### src/rtl/simd_result_requant.sv
// Requantizes accumulator vectors (rounding shift, optional ReLU, 8-bit saturation)
// into an FWFT FIFO with a valid/ready output. Macro SIMD_REQUANT_ROUND_EN selects round-half-up.
module simd_result_requant #(
  parameter int SIMD_LANES  = 4,
  parameter int ACC_WIDTH   = 16,
  parameter int OUT_WIDTH   = 8,
  parameter int FIFO_DEPTH  = 4,
  parameter int SHIFT_WIDTH = 4
) (
  input  logic                             clk,
  input  logic                             rst_n,
  input  logic                             in_valid,
  input  logic [SIMD_LANES*ACC_WIDTH-1:0]  in_mac,
  input  logic [SHIFT_WIDTH-1:0]           shift_amt,
  input  logic                             relu_en,
  input  logic                             clr_flags,
  output logic                             out_valid,
  input  logic                             out_ready,
  output logic [SIMD_LANES*OUT_WIDTH-1:0]  out_data,
  output logic [$clog2(FIFO_DEPTH):0]      fifo_count,
  output logic                             overflow,
  output logic [SIMD_LANES-1:0]            sat_lanes
);

  localparam int PTR_W = $clog2(FIFO_DEPTH);
  localparam int CNT_W = PTR_W + 1;
  localparam int VEC_W = SIMD_LANES * OUT_WIDTH;
  localparam logic signed [ACC_WIDTH:0] SAT_MAX = (ACC_WIDTH+1)'(2**(OUT_WIDTH-1) - 1);
  localparam logic signed [ACC_WIDTH:0] SAT_MIN = ~SAT_MAX;

  logic [SHIFT_WIDTH-1:0]  sh;
  logic signed [ACC_WIDTH:0] v;
  logic [VEC_W-1:0]        rq_data;
  logic [SIMD_LANES-1:0]   rq_sat;

  logic                    s1_valid;
  logic [VEC_W-1:0]        s1_data;

  logic [VEC_W-1:0]        mem [FIFO_DEPTH];
  logic [PTR_W-1:0]        wr_ptr, rd_ptr;
  logic                    full, pop, push, drop;

  // Intermediate is one bit wider than the accumulator so rounding never wraps.
  always_comb begin
    sh = shift_amt;
    if (32'(shift_amt) >= 32'(ACC_WIDTH)) sh = SHIFT_WIDTH'(ACC_WIDTH - 1);
    rq_data = '0;
    rq_sat  = '0;
    v       = '0;
    for (int unsigned i = 0; i < SIMD_LANES; i++) begin
      v = {in_mac[i*ACC_WIDTH + ACC_WIDTH - 1], in_mac[i*ACC_WIDTH +: ACC_WIDTH]};
`ifdef SIMD_REQUANT_ROUND_EN
      if (sh != '0) v = v + ((ACC_WIDTH+1)'(1) << (sh - SHIFT_WIDTH'(1)));
`endif
      v = v >>> sh;
      if (relu_en && v[ACC_WIDTH]) v = '0;
      if (v > SAT_MAX) begin
        v = SAT_MAX;
        rq_sat[i] = 1'b1;
      end else if (v < SAT_MIN) begin
        v = SAT_MIN;
        rq_sat[i] = 1'b1;
      end
      rq_data[i*OUT_WIDTH +: OUT_WIDTH] = v[OUT_WIDTH-1:0];
    end
  end

  assign full      = (fifo_count == CNT_W'(FIFO_DEPTH));
  assign out_valid = (fifo_count != '0);
  assign pop       = out_valid && out_ready;
  assign push      = s1_valid && (!full || pop);
  assign drop      = s1_valid && full && !pop;
  assign out_data  = out_valid ? mem[rd_ptr] : '0;

  always_ff @(posedge clk or negedge rst_n) begin
    if (!rst_n) begin
      s1_valid   <= 1'b0;
      s1_data    <= '0;
      wr_ptr     <= '0;
      rd_ptr     <= '0;
      fifo_count <= '0;
      overflow   <= 1'b0;
      sat_lanes  <= '0;
    end else begin
      s1_valid <= in_valid;
      if (in_valid) s1_data <= rq_data;
      if (push) wr_ptr <= wr_ptr + PTR_W'(1);
      if (pop)  rd_ptr <= rd_ptr + PTR_W'(1);
      case ({push, pop})
        2'b10:   fifo_count <= fifo_count + CNT_W'(1);
        2'b01:   fifo_count <= fifo_count - CNT_W'(1);
        default: fifo_count <= fifo_count;
      endcase
      if (drop)           overflow <= 1'b1;
      else if (clr_flags) overflow <= 1'b0;
      sat_lanes <= (clr_flags ? '0 : sat_lanes) | (in_valid ? rq_sat : '0);
    end
  end

  always_ff @(posedge clk) begin
    if (push) mem[wr_ptr] <= s1_data;
  end

endmodule
### config.mk
export PLATFORM = sky130hd
export DESIGN_NAME = simd_result_requant
export DESIGN_NICKNAME = d
export VERILOG_FILES = /design/src/rtl/simd_result_requant.sv
export SDC_FILE = /design/constraint.sdc
export NUM_CORES = 1
export LEC_CHECK = 0
export CAP_MARGIN = 5
export CORE_MARGIN = 4
export CORE_UTILIZATION = 50
export CTS_BUF_LIST = sky130_fd_sc_hd__clkbuf_16
export CTS_CLUSTER_DIAMETER = 120
export DETAILED_ROUTE_END_ITERATION = 10
export HOLD_SLACK_MARGIN = 0.12
export PLACE_DENSITY = 0.72
export SETUP_SLACK_MARGIN = 0.5
export SKIP_CTS_REPAIR_TIMING = 1
export SLEW_MARGIN = 25
export SYNTH_ARGS = -nofsm -noshare
export SYNTH_HDL_FRONTEND = slang
export SYNTH_SLANG_ARGS = --single-unit
### constraint.sdc
create_clock -name clk -period 5 [get_ports clk]
set_input_delay 0.75 -clock clk [delete_from_list [all_inputs] [get_ports clk]]
set_output_delay 0.75 -clock clk [all_outputs]
set_load 0.01 [all_outputs]
==> reports/results.md <==
| Parameter | This run | Unit |
|---|---|---|
| Die W | 149.9 | µm |
| I/O pin count | 115 | - |
| Arrival time at the worst endpoint | 2.84 | ns |
| Fraction of the yosys area taken by sequential cells | 0.4937 | - |
| Clk Tree Root Cell | sky130_fd_sc_hd__clkbuf_16 | - |
| Highest Clock Rate | 278.9 | MHz |
| Setup slack after layout | 1.415 | ns |
| Antenna violations before repair | 0 | - |
| Fraction of synthesized cell area taken by the top area cell type | 0.3818 | - |
| Detailed-routing iteration count for the pre-antenna-repair pass | 5 | - |
| Relative slew slack | 0.3603 | - |
| Maximum number of pins on one net before global-route repair | 81 | - |
| Max-capacitance violation count | 0 | - |
| Clock transition at the registers of the reported paths | 0.06 | ns |
| Starting density of the core | 0.5122 | - |
| Area of the die | 22,470 | µm² |
| Remaining global-route overflow | 0 | - |
| Placement-stage worst setup slack | 1.533 | ns |
| Clock latency on the worst-skew pair | 0.42 | ns |
| Number of standard cells in the layout, taps in and fillers out | 1,128 | - |
| Number of instances in the synthesized netlist | 772 | - |
| CTS buffer count | 17 | - |
| Type of element capturing the critical path | output port | - |
| Syn Std Cell Area | 10,070 | µm² |
| Detail-routed net length per standard cell | 21.19 | µm |
| Count of pins over their slew limit | 0 | - |
| Final worst path period need | 3.585 | ns |
| Number of instances in the placed design | 1,096 | - |
| Average size of a mapped cell | 13.04 | µm² |
| Unrepaired setup endpoints after global routing | false | - |
| Final Hold Vio Count | 0 | - |
| Category of the worst setup path launch point | flip-flop | - |
| Prevailing post-synth register cell | sky130_fd_sc_hd__edfxtp_1 | - |
| Transition time at the pin with the least slew margin | 0.9596 | ns |
| Via count of the first global-routing pass | 6,869 | - |
| Total inserted antenna cells | 0 | - |
| Static leakage | 4.236 | nW |
| Worst supply voltage drop on vdd | 0.0002530 | V |
| Final sum of negative setup slack | 0 | ns |
| Row count | 51 | - |
| Number of buffer and inverter instances along the worst setup path | 2 | - |
| Run status | finished clean | - |
| Cell type contributing the most total cell area after synthesis | sky130_fd_sc_hd__edfxtp_1 | - |
| Wire length of the first global-routing pass | 38,700 | µm |
| Setup violations, final | 0 | - |
| Layout cells sized above 1 | 0.1819 | - |
| Fillcell total | 1,603 | - |
| Placeable core area | 19,650 | µm² |
| Crit path required time | 4.25 | ns |
| Cell variety after synth | 79 | - |
| DRC marker count from the first detailed-route iteration | 518 | - |
| Crit share post-route | 0.7171 | - |
| Critical-path top delay cell | sky130_fd_sc_hd__dfrtp_2 | - |
| Seq cells post-synth | 173 | - |
| Number of nets with antenna violations after routing | 0 | - |
| Critical Path, Cell by Cell | buf_4 > mux4_2 > and2_1 > clkdlybuf4s50_1 | - |
| Clock H-tree levels | 4 | - |
| Crit path largest cell delay | 0.84 | ns |
| # nets final | 930 | - |
| Maximum clock path buffer count | 2 | - |
| Synth warn | 0 | - |
| Number of remaining DRC errors | 0 | - |
| Synthesized Nets | 852 | - |
| Slack of the worst reg-to-reg path | 2.36 | ns |
| Proportion of register bits with asynchronous set or reset after synthesis | 0.2601 | - |
| Drt total wl | 23,900 | µm |
| Critical Setup Path Class | reg -> out | - |
| Worst Clk Skew | 0.009369 | ns |
| Routed via count divided by cell count | 6.107 | - |
| Type of the tightest min-delay check | in -> async | - |
| Most common cell in the netlist | sky130_fd_sc_hd__edfxtp_1 | - |
| Routability congestion estimate | 0.9035 | - |
| Most used standard cells in the synthesized netlist | 128 x sky130_fd_sc_hd__edfxtp_1, 69 x sky130_fd_sc_hd__mux4_2, 55 x sky130_fd_sc_hd__nand2_1, 45 x sky130_fd_sc_hd__dfrtp_1 | - |
| Area grow syn2layout | 17.10 | % |
| Number of clock sinks seen by CTS | 173 | - |
| Routed vias | 6,889 | - |
| TritonCTS clock tree | built | - |
| Biggest area contributors in the synthesized netlist | sky130_fd_sc_hd__edfxtp_1 38%, sky130_fd_sc_hd__mux4_2 15%, sky130_fd_sc_hd__dfrtp_1 11%, sky130_fd_sc_hd__mux2i_1 3.7%, sky130_fd_sc_hd__and2_1 2.5% | - |
| Top cell family by delay on the critical path | buffers and inverters | - |
| Count of port buffers added during placement | 114 | - |
| Power density relative to cell area | 434.5 | nW/µm² |
| Vert. Die Dim | 149.9 | µm |
| Total routing usage reported by global routing | 0.2198 | - |
| Sum of net half-perimeters after detailed placement | 17,010 | µm |
| Critical-path maximum fanout | 23 | - |
| Number of flops mapped to enable cells by yosys | 128 | - |
[registers in the layout, indices dropped and copies added, names as in the netlist]
register / count
s1_data: 32
rd_ptr: 2
wr_ptr: 2
overflow: 1
fifo_count: 3
s1_valid: 1
sat_lanes: 4
mem: 128
[per-layer routing]
metal	global-route usage	wire length, µm
met2	0.3402	11270
met1	0.3301	11040
met4	0.04941	346
met5	0	0
met3	0.03604	1246
[stage by stage]
step	power, mW	util	instance area [µm²]	hold slack (ns)
2_1_floorplan	3.160	-	10070	0.4544
3_3_place_gp	3.906	0.5714	11230	0.4660
3_5_place_dp	3.966	0.5714	11230	0.4866
4_1_cts	5.178	0.5995	11780	0.4987
5_1_grt	5.410	0.5998	11790	0.3721
6_report	5.123	0.5998	11790	0.3376
[power breakdown]
part / total, mW / leakage (nW) / internal [mW] / switching [mW]
sequential: 2.12 / 1.73 / 1.89 / 0.230
combinational: 1.79 / 2.24 / 1.01 / 0.779
clock: 1.21 / 0.268 / 0.653 / 0.559
[final timing paths]
kind / start / to / depth (start not counted)
setup / recovery: rd_ptr[0] / out_data[26] / 4
setup reg to reg: fifo_count[0] / fifo_count[2] / 8
max in group asynchronous: rst_n / rd_ptr[0] / 1
min in group clk: s1_valid / overflow / 1
hold reg to reg: s1_valid / overflow / 1
hold / removal: rst_n / wr_ptr[0] / 1
[logic make-up (layout without fill, tap and decap cells)]
logic type / count (synthesis) / in the layout / synth area share
compound gates: 168 / 168 / 0.1230
xor+xnor: 6 / 6 / 0.005221
fa+ha+maj: 6 / 6 / 0.008203
buf+inv: 100 / 191 / 0.05021
flops: 173 / 173 / 0.4937
mux: 132 / 132 / 0.2242
simple gates: 187 / 187 / 0.09545
[layout by cell type (no fill, tap or decap), drive strengths merged, types with 7 or more instances in the layout]
master / count
a211oi: 13
a21oi: 41
a221o: 14
and2: 41
buf: 13
clkbuf: 17
clkdlybuf4s50: 110
dfrtp: 45
edfxtp: 128
inv: 45
mux2: 23
mux2i: 38
mux4: 71
nand2: 55
nand2b: 12
nor2: 34
nor2b: 9
nor3: 7
o21ai: 22
o221ai: 15
[area by class of cell]
type | instances | area (µm²) | area share
Sequential cell | 173 | 4972 | 0.4218
Multi-Input combinational cell | 499 | 4597 | 0.3899
Clock buffer | 17 | 425.4 | 0.03609
Tap cell | 265 | 331.6 | 0.02813
Clock inverter | 15 | 127.6 | 0.01083
Inverter | 36 | 135.1 | 0.01146
Timing Repair Buffer | 123 | 1200 | 0.1018
(Power assumes the default switching activity.)
